`src/rtl/cmd_arbiter.sv`:
```
// -----------------------------------------------------------------------------
// cmd_arbiter
//   Two-port round-robin arbiter in front of the command FIFO push interface.
//   Merges the command streams of requester port 0 and port 1 into a single
//   valid/ready stream. A multi-beat write burst (head beat plus burst_cnt data
//   beats) locks the grant to its port until the last beat is accepted, so the
//   burst reaches the FIFO contiguously. A single registered output stage
//   isolates the FIFO timing path.
//
// Ports
//   clk, rst                 clock, asynchronous active-high reset
//   reqN_valid / reqN_rdy    requester N handshake (beat taken on valid && rdy)
//   reqN_cmd_type            1 = write, 0 = read
//   reqN_addr                command address
//   reqN_burst_cnt           extra data beats for a write (0 = single beat)
//   reqN_wt_data/_wt_mask    write data / byte mask
//   push_valid / push_rdy    output stage handshake towards the FIFO
//   push_*                   registered beat fields, push_port = source port
// -----------------------------------------------------------------------------
module cmd_arbiter #(
  parameter int ADDR_W  = 27,
  parameter int BURST_W = 6,
  parameter int DATA_W  = 128,
  parameter int MASK_W  = 16
) (
  input  logic               clk,
  input  logic               rst,
  // requester port 0
  input  logic               req0_valid,
  output logic               req0_rdy,
  input  logic               req0_cmd_type,
  input  logic [ADDR_W-1:0]  req0_addr,
  input  logic [BURST_W-1:0] req0_burst_cnt,
  input  logic [DATA_W-1:0]  req0_wt_data,
  input  logic [MASK_W-1:0]  req0_wt_mask,
  // requester port 1
  input  logic               req1_valid,
  output logic               req1_rdy,
  input  logic               req1_cmd_type,
  input  logic [ADDR_W-1:0]  req1_addr,
  input  logic [BURST_W-1:0] req1_burst_cnt,
  input  logic [DATA_W-1:0]  req1_wt_data,
  input  logic [MASK_W-1:0]  req1_wt_mask,
  // FIFO push side
  output logic               push_valid,
  input  logic               push_rdy,
  output logic               push_cmd_type,
  output logic [ADDR_W-1:0]  push_addr,
  output logic [BURST_W-1:0] push_burst_cnt,
  output logic [DATA_W-1:0]  push_wt_data,
  output logic [MASK_W-1:0]  push_wt_mask,
  output logic               push_port
);

  typedef enum logic [1:0] {
    ST_IDLE  = 2'd0,
    ST_LOCK0 = 2'd1,
    ST_LOCK1 = 2'd2
  } state_t;

  localparam logic [BURST_W-1:0] BEAT_ONE = {{(BURST_W-1){1'b0}}, 1'b1};

  state_t             state_q, state_d;
  logic               prio_q, prio_d;
  logic [BURST_W-1:0] beat_cnt_q, beat_cnt_d;

  logic               push_valid_q;
  logic               push_cmd_type_q;
  logic [ADDR_W-1:0]  push_addr_q;
  logic [BURST_W-1:0] push_burst_cnt_q;
  logic [DATA_W-1:0]  push_wt_data_q;
  logic [MASK_W-1:0]  push_wt_mask_q;
  logic               push_port_q;

  logic               gnt_vld_s;
  logic               gnt_port_s;
  logic               can_load_s;
  logic               accept_s;
  logic               sel_cmd_type_s;
  logic [ADDR_W-1:0]  sel_addr_s;
  logic [BURST_W-1:0] sel_burst_cnt_s;
  logic [DATA_W-1:0]  sel_wt_data_s;
  logic [MASK_W-1:0]  sel_wt_mask_s;

  // Grant selection. A locked state grants its port regardless of valid, so
  // the other port can never slip a beat into the middle of a burst.
  always_comb begin
    gnt_vld_s  = 1'b0;
    gnt_port_s = 1'b0;
    case (state_q)
      ST_IDLE: begin
        if (req0_valid && req1_valid) begin
          gnt_vld_s  = 1'b1;
          gnt_port_s = prio_q;
        end else if (req0_valid) begin
          gnt_vld_s  = 1'b1;
          gnt_port_s = 1'b0;
        end else if (req1_valid) begin
          gnt_vld_s  = 1'b1;
          gnt_port_s = 1'b1;
        end else begin
          gnt_vld_s  = 1'b0;
          gnt_port_s = 1'b0;
        end
      end
      ST_LOCK0: begin
        gnt_vld_s  = 1'b1;
        gnt_port_s = 1'b0;
      end
      ST_LOCK1: begin
        gnt_vld_s  = 1'b1;
        gnt_port_s = 1'b1;
      end
      default: begin
        gnt_vld_s  = 1'b0;
        gnt_port_s = 1'b0;
      end
    endcase
  end

  // The stage can take a beat when empty or when its beat leaves this cycle.
  assign can_load_s = !push_valid_q || push_rdy;

  // rst gating keeps both rdy low for the whole time reset is held.
  assign req0_rdy = !rst && can_load_s && gnt_vld_s && !gnt_port_s;
  assign req1_rdy = !rst && can_load_s && gnt_vld_s &&  gnt_port_s;

  assign accept_s = (req0_valid && req0_rdy) || (req1_valid && req1_rdy);

  // Field mux from the granted port.
  always_comb begin
    if (gnt_port_s) begin
      sel_cmd_type_s  = req1_cmd_type;
      sel_addr_s      = req1_addr;
      sel_burst_cnt_s = req1_burst_cnt;
      sel_wt_data_s   = req1_wt_data;
      sel_wt_mask_s   = req1_wt_mask;
    end else begin
      sel_cmd_type_s  = req0_cmd_type;
      sel_addr_s      = req0_addr;
      sel_burst_cnt_s = req0_burst_cnt;
      sel_wt_data_s   = req0_wt_data;
      sel_wt_mask_s   = req0_wt_mask;
    end
  end

  // Next state, priority and burst beat counter.
  always_comb begin
    state_d    = state_q;
    prio_d     = prio_q;
    beat_cnt_d = beat_cnt_q;
    if (accept_s) begin
      case (state_q)
        ST_IDLE: begin
          if (sel_cmd_type_s && (sel_burst_cnt_s != '0)) begin
            // Burst head: lock to this port, priority stays until the end.
            beat_cnt_d = sel_burst_cnt_s;
            state_d    = gnt_port_s ? ST_LOCK1 : ST_LOCK0;
          end else begin
            prio_d = ~gnt_port_s;
          end
        end
        ST_LOCK0, ST_LOCK1: begin
          beat_cnt_d = beat_cnt_q - BEAT_ONE;
          if (beat_cnt_q == BEAT_ONE) begin
            state_d = ST_IDLE;
            prio_d  = ~gnt_port_s;
          end else begin
            state_d = state_q;
          end
        end
        default: begin
          state_d = ST_IDLE;
        end
      endcase
    end else begin
      state_d = state_q;
    end
  end

  // Control state registers.
  always_ff @(posedge clk or posedge rst) begin
    if (rst) begin
      state_q    <= ST_IDLE;
      prio_q     <= 1'b0;
      beat_cnt_q <= '0;
    end else begin
      state_q    <= state_d;
      prio_q     <= prio_d;
      beat_cnt_q <= beat_cnt_d;
    end
  end

  // Output stage: load on accept, otherwise drain when the FIFO takes it.
  // Fields are only written on load, so they hold while push_rdy is low.
  always_ff @(posedge clk or posedge rst) begin
    if (rst) begin
      push_valid_q     <= 1'b0;
      push_cmd_type_q  <= 1'b0;
      push_addr_q      <= '0;
      push_burst_cnt_q <= '0;
      push_wt_data_q   <= '0;
      push_wt_mask_q   <= '0;
      push_port_q      <= 1'b0;
    end else if (accept_s) begin
      push_valid_q     <= 1'b1;
      push_cmd_type_q  <= sel_cmd_type_s;
      push_addr_q      <= sel_addr_s;
      push_burst_cnt_q <= sel_burst_cnt_s;
      push_wt_data_q   <= sel_wt_data_s;
      push_wt_mask_q   <= sel_wt_mask_s;
      push_port_q      <= gnt_port_s;
    end else if (push_rdy) begin
      push_valid_q <= 1'b0;
    end
  end

  assign push_valid     = push_valid_q;
  assign push_cmd_type  = push_cmd_type_q;
  assign push_addr      = push_addr_q;
  assign push_burst_cnt = push_burst_cnt_q;
  assign push_wt_data   = push_wt_data_q;
  assign push_wt_mask   = push_wt_mask_q;
  assign push_port      = push_port_q;

endmodule

```
`config.mk`:
```
export PLATFORM = sky130hd
export DESIGN_NAME = cmd_arbiter
export DESIGN_NICKNAME = d
export VERILOG_FILES = /design/src/rtl/cmd_arbiter.sv
export SDC_FILE = /design/constraint.sdc
export NUM_CORES = 1
export LEC_CHECK = 0
export ABC_AREA = 1
export CORE_AREA = 2 2 212 214
export CTS_BUF_LIST = sky130_fd_sc_hd__clkbuf_8
export DETAILED_ROUTE_END_ITERATION = 16
export DIE_AREA = 0 0 214 216
export PLACE_DENSITY = 0.45
export SLEW_MARGIN = 0
export SYNTH_ARGS = -nofsm -noshare
export SYNTH_HDL_FRONTEND = slang
export SYNTH_SLANG_ARGS = --single-unit
```
`constraint.sdc`:
```
create_clock -name clk -period 8.51 [get_ports clk]
set_input_delay 2.553 -clock clk [delete_from_list [all_inputs] [get_ports clk]]
set_output_delay 2.553 -clock clk [all_outputs]
set_load 0.1 [all_outputs]
```
* Yosys cells after proc, flatten, opt, wreduce, memory -nomap -nowiden *
Cells that the tools add are included.

cells by class
  bitwise gates (word level) = 1
  equality and inequality tests = 6
  add/subtract/negate cells = 1
  reductions and logical operators = 21
  mux-type cells = 23

operators with widths
  kind                   count
  $mux W128              1
  $mux W27               1
  $mux W16               1
  $mux W6                2
  $pmux W6 S2            1
  $mux W1                10
  $logic_and A1 B1 Y1    8
  $eq A6 B1 Y1 const B   1
  $mux W2                3
  $pmux W1 S2            3
  $reduce_and A3 Y1      2
  $reduce_bool A6 Y1     1
  $sub A6 B1 Y6 const B  1
  $ne A2 B2 Y1 const B   2
  $pmux W2 S2            1
  $reduce_and A4 Y1      1
  $reduce_bool A2 Y1     2
  $logic_not A1 Y1       3
  $eq A2 B1 Y1 const B   1
  $eq A2 B2 Y1 const B   1
  $logic_not A2 Y1       1
  $logic_or A1 B1 Y1     2
  $ne A2 B1 Y1 const B   1
  $reduce_or A2 Y1       1
  $not A1 Y1             1

word-level totals
  register bits = 189
  output and inout bits = 182
  input bits = 361

* Logic depth before layout (Yosys ltp) *
Gate-level depths: netlist (run 1).

  depth after elaboration = 9
  mapped depth = 16

* Worst setup path before layout (run 1) *
No wires, ideal clock.

  path type = input to output
  start point = in req1_valid
  end point = out req0_rdy
  slack = 1.437 ns
  arrival = 4.520 ns
  stages = 8
  required time = 5.957 ns
  buffers on the path = 3
  cells stage by stage = nand2_1 inv_2 nand2_4 nand2_2 buf_6 buf_2 buf_2 nor2_1

on the way
  longest elaborated chain between the ends = 6

RTL lines
  element                                                         line  RTL
  from (decl)                                                     37    input logic req1_valid,
  $mux W1                                                         98    end else if (req1_valid) begin
  $mux W1                                                         95    end else if (req0_valid) begin
  $mux W1                                                         92    if (req0_valid && req1_valid) begin
  $pmux W1 S2                                                     90    case (state_q)
  $logic_and A1 B1 Y1 / $logic_not A1 Y1 (equally long branches)  125   assign req0_rdy = !rst && can_load_s && gnt_vld_s && !gnt_port_s;
  $logic_and A1 B1 Y1 *                                           125
  to (decl)                                                       30    output logic req0_rdy,

Mark *: on every way between the ends. The rest lies on a longest branch, timed or not.

* Worst setup path in the final report (run 1) *
  start point = in req1_valid
  end point = out req1_rdy

on the way
  longest elaborated chain between the ends = 6

RTL lines
  element                line  RTL
  $mux W1                98
  $mux W1                95
  $mux W1                92
  $pmux W1 S2            90
  $logic_and A1 B1 Y1    126   assign req1_rdy = !rst && can_load_s && gnt_vld_s && gnt_port_s;
  $logic_and A1 B1 Y1 *  126
  to (decl)              38    output logic req1_rdy,

Marked as above.

==> results of run 1 <==
worst max path at each step:
stage | start | cells past startpoint | endpoint | slack (ps)
floorplan | rst | 1 | beat_cnt_q[0]$_DFFE_PP0P_ | 810
global placement | req1_valid | 8 | req1_rdy | 1710
detailed placement | req1_valid | 8 | req1_rdy | 1730
CTS | req1_valid | 8 | req1_rdy | 1720
global route | req1_valid | 8 | req1_rdy | 1650
finish | req1_valid | 8 | req1_rdy | 1770
state kept, by name (all words and copies together), names as in the netlist:
register and count:
push_wt_mask 16, push_addr 27, beat_cnt_q 6, prio_q 1, push_port 1, push_wt_data 128, push_valid 1, state_q 2
push_burst_cnt 6, push_cmd_type 1
through the flow:
| stage | utilization (%) | hold WS, ps | std cells | instance area (sq um) | setup WS (ps) |
|---|---|---|---|---|---|
| CTS | 34.5 | 497 | 2187 | 15100 | 1720 |
| detailed placement | 33.5 | 471 | 2157 | 14700 | 1730 |
| global route | 34.5 | 520 | 2189 | 15100 | 1650 |
| finish | 34.5 | 490 | 2189 | 15100 | 1770 |
| global placement | 33.5 | 459 | 2157 | 14700 | 1710 |
| floorplan | - | 441 | 1092 | 8880 | 815 |
layer usage:
layer | up-vias | part of all wire, % | wire [um] | GRT usage, %
li1 | 4584 | - | - | -
met1 | 4345 | 42 | 16000 | 19.7
met3 | 32 | 9.7 | 3730 | 7.47
met4 | 0 | 1.7 | 643 | 5.43
met5 | - | 0 | 0 | 0
met2 | 381 | 47 | 18200 | 27.3
worst min-delay path, delay by kind of cell (launching register included):
family,cells,cell delay (ps)
flip-flops,1,360
AND/OR/NAND/NOR,2,100
final cells by class:
| class | instances | share of cell area, % |
|---|---|---|
| diodes | 2 | 0.0331 |
| clock buffers | 20 | 1.82 |
| clock inverters | 10 | 0.985 |
| inverters | 21 | 0.604 |
| multi-input cells | 804 | 23.9 |
| flip-flops and latches | 189 | 31.3 |
| well taps | 592 | 4.90 |
| repair buffers | 551 | 36.5 |
kinds of logic (layout without fill, tap and decap cells):
| logic type | count (synthesis) | count (layout) | synth area share, % |
|---|---|---|---|
| simple gates | 607 | 607 | 26.3 |
| compound gates | 192 | 192 | 13.3 |
| flops | 189 | 189 | 53.2 |
| buf+inv | 99 | 602 | 6.41 |
| fa+ha+maj | 5 | 5 | 0.704 |
| other cells | 0 | 2 | 0 |
layout by cell type, fill, tap and decap left out:
cell type / count
sky130_fd_sc_hd__inv_8: 1
sky130_fd_sc_hd__nor2_2: 1
sky130_fd_sc_hd__bufinv_16: 4
sky130_fd_sc_hd__nand2_1: 392
sky130_fd_sc_hd__nand3_2: 1
sky130_fd_sc_hd__nor2_1: 183
sky130_fd_sc_hd__buf_4: 10
sky130_fd_sc_hd__inv_6: 1
sky130_fd_sc_hd__o21a_1: 1
sky130_fd_sc_hd__inv_1: 20
sky130_fd_sc_hd__a31oi_1: 174
sky130_fd_sc_hd__nor3_1: 1
sky130_fd_sc_hd__o31a_1: 1
sky130_fd_sc_hd__nand2_8: 2
sky130_fd_sc_hd__clkinv_2: 1
sky130_fd_sc_hd__and2_1: 1
sky130_fd_sc_hd__nand2_2: 2
sky130_fd_sc_hd__ha_1: 5
sky130_fd_sc_hd__clkbuf_8: 20
sky130_fd_sc_hd__inv_2: 3
sky130_fd_sc_hd__clkinv_4: 1
sky130_fd_sc_hd__a21oi_1: 2
sky130_fd_sc_hd__nor4_1: 1
sky130_fd_sc_hd__buf_12: 2
sky130_fd_sc_hd__clkdlybuf4s50_1: 539
sky130_fd_sc_hd__dfrtp_1: 189
sky130_fd_sc_hd__nand2_4: 1
sky130_fd_sc_hd__o21ai_0: 14
sky130_fd_sc_hd__nand3_1: 22
sky130_fd_sc_hd__diode_2: 2
==> flow_summary.ini, run 1 <==
[critical_path]
ff2ff_setup_slack_ps = 5190
ws_path_type = primary input to output pin
cp_slowest_stage_delay_ps = 500
timing.critical_path.from_type = primary input
cp_top_delay_family = buffers and inverters
worstSetupEndpointType = output pin
timing.critical_path.slowest_stage_cell = sky130_fd_sc_hd__clkdlybuf4s50_1
timing.rr.start = state_q[1]$_DFFE_PP0P_
rr_endpoint = push_wt_mask[2]$_DFFE_PP0P_
path_cells = clkdlybuf4s50_1 -> nand2_1 -> inv_2 -> nand2_4 -> nand2_8 -> inv_6 -> nor2_1 -> buf_4
critical_path_required_ps = 5960
worstRegToRegCells = 12
cp_data_arrival_time_ps = 4190
crit_buf_inv = 4
maximum_fanout_encountered_on_the_critical_timing_path = 41

[synthesis]
top_cells_by_count_synth = sky130_fd_sc_hd__nand2_1 (392), sky130_fd_sc_hd__dfrtp_1 (189), sky130_fd_sc_hd__nor2_1 (183)
seq_area_frac_synth_pct = 53.2
mappedNetlistNets = 1458
post_synth_inst_count = 1092
most_frequent_cell_after_synthesis = sky130_fd_sc_hd__nand2_1
ys_warn_count = 0
post_synth_main_area_contributors = sky130_fd_sc_hd__dfrtp_1 (53%), sky130_fd_sc_hd__nand2_1 (17%), sky130_fd_sc_hd__a31oi_1 (12%)
synth_enable_flop_cells = 0
proportion_of_synthesized_flip_flops_having_asynchronous_set_or_reset_pct = 100
synth.cell_area_sq_um = 8880
post-synth-top-area-fraction_pct = 53.2
synth_top_flop_cell = sky130_fd_sc_hd__dfrtp_1
synth_area_leader_cell = sky130_fd_sc_hd__dfrtp_1
post_synth.cell_area_avg_sq_um = 8.14
post_synth_num_cell_types = 23
synth_seq_cells = 189

[clock_tree]
postCtsSetupRepairBufs = 0
htreeDepth = 4
clock_path_buffers = 2
cts-buffers-inserted = 17
clkTransAtPathRegs_ps = 110
tritoncts = yes
clock_insertion_delay_worst_skew_ps = 560
holdBufCountCts = 0
cts_repair_resize_count = 0
clkSinkCount = 189
clock_tree.root_cell = sky130_fd_sc_hd__clkbuf_8

[sta]
drv_slew = 0
max_slew_margin_pct = 25.0
timing.setup.tns_ps = 0
final-setup-viol-count = 0
final.period_utilization_pct = 79.2
report.final.hold_viol_count = 0
timing.fmax_mhz = 148
layout_min_cycle_time_ps = 6740
setup_skew_ps = 14.3
grt_setup_unrepaired = false
worstMarginPinSlew_ps = 1120

[die]
floorplan.die_area_sq_um = 46200
num_rows = 77
overall_die_width_um = 214
ioPinCount = 543
dieHeight_um = 216
core_sq_um = 43800
initial_utilization_pct = 20.3

[worst_hold_path]
hold-path-cell-count = 2
hold_ep = prio_q$_DFFE_PP0P_
hold_path_startpoint = prio_q$_DFFE_PP0P_
hold_path.class = flop to flop

[routing]
routed-via-count = 9342
post_drt_via_cell_ratio = 4.27
detail_route.iter0.violations = 513
wirelength_um = 38600
avgRoutedWirePerCell_um = 17.6
drtAntennaViolNets = 0
drc = 0
drtPass1Iterations = 5

[global_route]
grt_first_pass_wirelength_um = 58400
grt_usage_pct = 16.8
via_count_of_the_first_global_routing_pass = 9401
initial_antenna_violation_count = 2
maximum_number_of_pins_on_one_net_before_global_route_repair = 142
global_route.overflow_total = 0

[place]
place.detailed.hpwl_um = 28200
globalplace.congestion = 0.851
buffer_ports.inserted = 542

[run]
drv_cap = 0

[finish]
nFillCells = 4668
layout-area-overhead-vs-synth_pct = 70.1
footprint_of_the_multi_input_gates_sq_um = 3610
layout-drive-gt1-share_pct = 3.13
design.final.nets = 1950
area.sequential_sq_um = 4730

[outcome]
result_of_the_run = finished clean
Power of run 1 is left out: the tool's default activity adds up to more than one toggle a clock period on the data nets, which glitch-free logic cannot reach.
==> run 2, diff against run 1 <==
Settings changed: CORE_AREA 2 2 212 214 to 2 2 211 213, DIE_AREA 0 0 214 216 to 0 0 213 215, PLACE_DENSITY 0.45 to 0.47.
Clock period 8.51 ns to 6.1 ns, I/O delays scaled along.
==> run 2 against run 1 <==
Worst setup slack got worse by 920 ps. Critical endpoint unchanged. Clock skew up 4.8 ps. Count of clock-buffer cells in the layout is 2 lower. Wire length is 1.9% lower.
==> flow_summary.ini, run 2 (synthesis gave the netlist of run 1 again) <==
[clock_tree]
holdBufCountCts = 0
postCtsSetupRepairBufs = 0
clkSinkCount = 189
clock_path_buffers = 2
clkTransAtPathRegs_ps = 110
clock_tree.root_cell = sky130_fd_sc_hd__clkbuf_8
tritoncts = yes
cts_repair_resize_count = 0
cts-buffers-inserted = 17
clock_insertion_delay_worst_skew_ps = 570
htreeDepth = 4

[die]
core_sq_um = 43600
floorplan.die_area_sq_um = 45800
ioPinCount = 543
dieHeight_um = 215
num_rows = 77
initial_utilization_pct = 20.4
overall_die_width_um = 213

[global_route]
via_count_of_the_first_global_routing_pass = 9312
grt_usage_pct = 16.3
initial_antenna_violation_count = 0
grt_first_pass_wirelength_um = 56000
grt_use_met1_pct = 18.7
globalRouteMet3Util_pct = 7.45
busiest_layer = met2
global_route.overflow_total = 0
maximum_number_of_pins_on_one_net_before_global_route_repair = 120
grt_use_met2_pct = 26.5

[sta]
drv_slew = 0
max_slew_margin_pct = 18.9
report.final.hold_viol_count = 0
final-setup-viol-count = 0
grt_setup_unrepaired = false
timing.setup.tns_ps = 0
final.period_utilization_pct = 86.1
setup_skew_ps = 19.1
layout_min_cycle_time_ps = 5250
timing.fmax_mhz = 190
worstMarginPinSlew_ps = 1210

[routing]
drtPass1Iterations = 4
post_drt_via_cell_ratio = 4.25
avgRoutedWirePerCell_um = 17.3
routed-via-count = 9325
detail_route.iter0.violations = 500
drc = 0
drtAntennaViolNets = 0
wirelength_um = 37900

[finish]
most-common-layout-cells = sky130_fd_sc_hd__clkdlybuf4s50_1 (539), sky130_fd_sc_hd__nand2_1 (392), sky130_fd_sc_hd__dfrtp_1 (189)
largest_reg_flops = 128
layout_commonest_cell = sky130_fd_sc_hd__clkdlybuf4s50_1
final_util_pct = 34.7
design.final.nets = 1953
layout-area-overhead-vs-synth_pct = 70.6
layout-drive-gt1-share_pct = 3.50
antennaDiodeCount = 0

[critical_path]
crit_start = req0_valid
worstSetupEndpointType = output pin
rr_endpoint = push_addr[1]$_DFFE_PP0P_
timing.rr.start = state_q[0]$_DFFE_PP0P_
cp_data_arrival_time_ps = 3420
ff2ff_setup_slack_ps = 2570
worstRegToRegCells = 12
timing.critical_path.from_type = primary input
ws_path_type = primary input to output pin
maximum_fanout_encountered_on_the_critical_timing_path = 52
critical_path_required_ps = 4270

[outcome]
result_of_the_run = finished clean

[worst_hold_path]
hold_path_startpoint = prio_q$_DFFE_PP0P_
hold-path-cell-count = 2
hold_path.class = flop to flop
hold_ep = prio_q$_DFFE_PP0P_

[run]
drv_cap = 0

[place]
globalplace.congestion = 0.773
place.detailed.hpwl_um = 27700
buffer_ports.inserted = 542
run 2: area by class of cell:
| cell class | instances | area (sq um) |
|---|---|---|
| multi-input combinational | 804 | 3610 |
| clock buffer | 18 | 248 |
| inverter | 21 | 87.6 |
| tap | 592 | 741 |
| clock inverter | 14 | 154 |
| fill | 4636 | 28500 |
| timing repair buffer | 554 | 5580 |
| sequential | 189 | 4730 |
run 2: per-stage QoR:
step	area, sq um	setup slack, ps	hold WS (ps)	cells
floorplan	8890	473	441	1092
global placement	14800	847	457	2160
detailed placement	14800	831	465	2160
CTS	15200	824	490	2192
global route	15200	747	530	2192
finish	15200	847	489	2192
run 2: worst max-delay path by stage:
stage	endpoint	slack (ps)	depth (start not counted)
final	req1_rdy	850	7
after floorplan	req0_rdy	470	8
after detailed placement	req1_rdy	830	7
after global routing	req1_rdy	750	7
after CTS	req1_rdy	820	7
after global placement	req1_rdy	850	7
run 2: per-layer routing:
layer / vias up / part of all wire (%) / wire, um
li1: 4594 / - / -
met2: 380 / 46 / 17300
met4: 0 / 2.3 / 873
met3: 36 / 11 / 4240
met5: - / 0 / 0
met1: 4315 / 41 / 15400
run 2: critical path, cell delays in order:
cell                              delay (ps)
sky130_fd_sc_hd__clkdlybuf4s50_1         520
sky130_fd_sc_hd__nand2_1                 100
sky130_fd_sc_hd__nand2_4                 130
sky130_fd_sc_hd__nand2_8                 130
sky130_fd_sc_hd__inv_6                   350
sky130_fd_sc_hd__nor2_1                  150
sky130_fd_sc_hd__buf_12                  190
Power of run 2 is left out for the same reason.
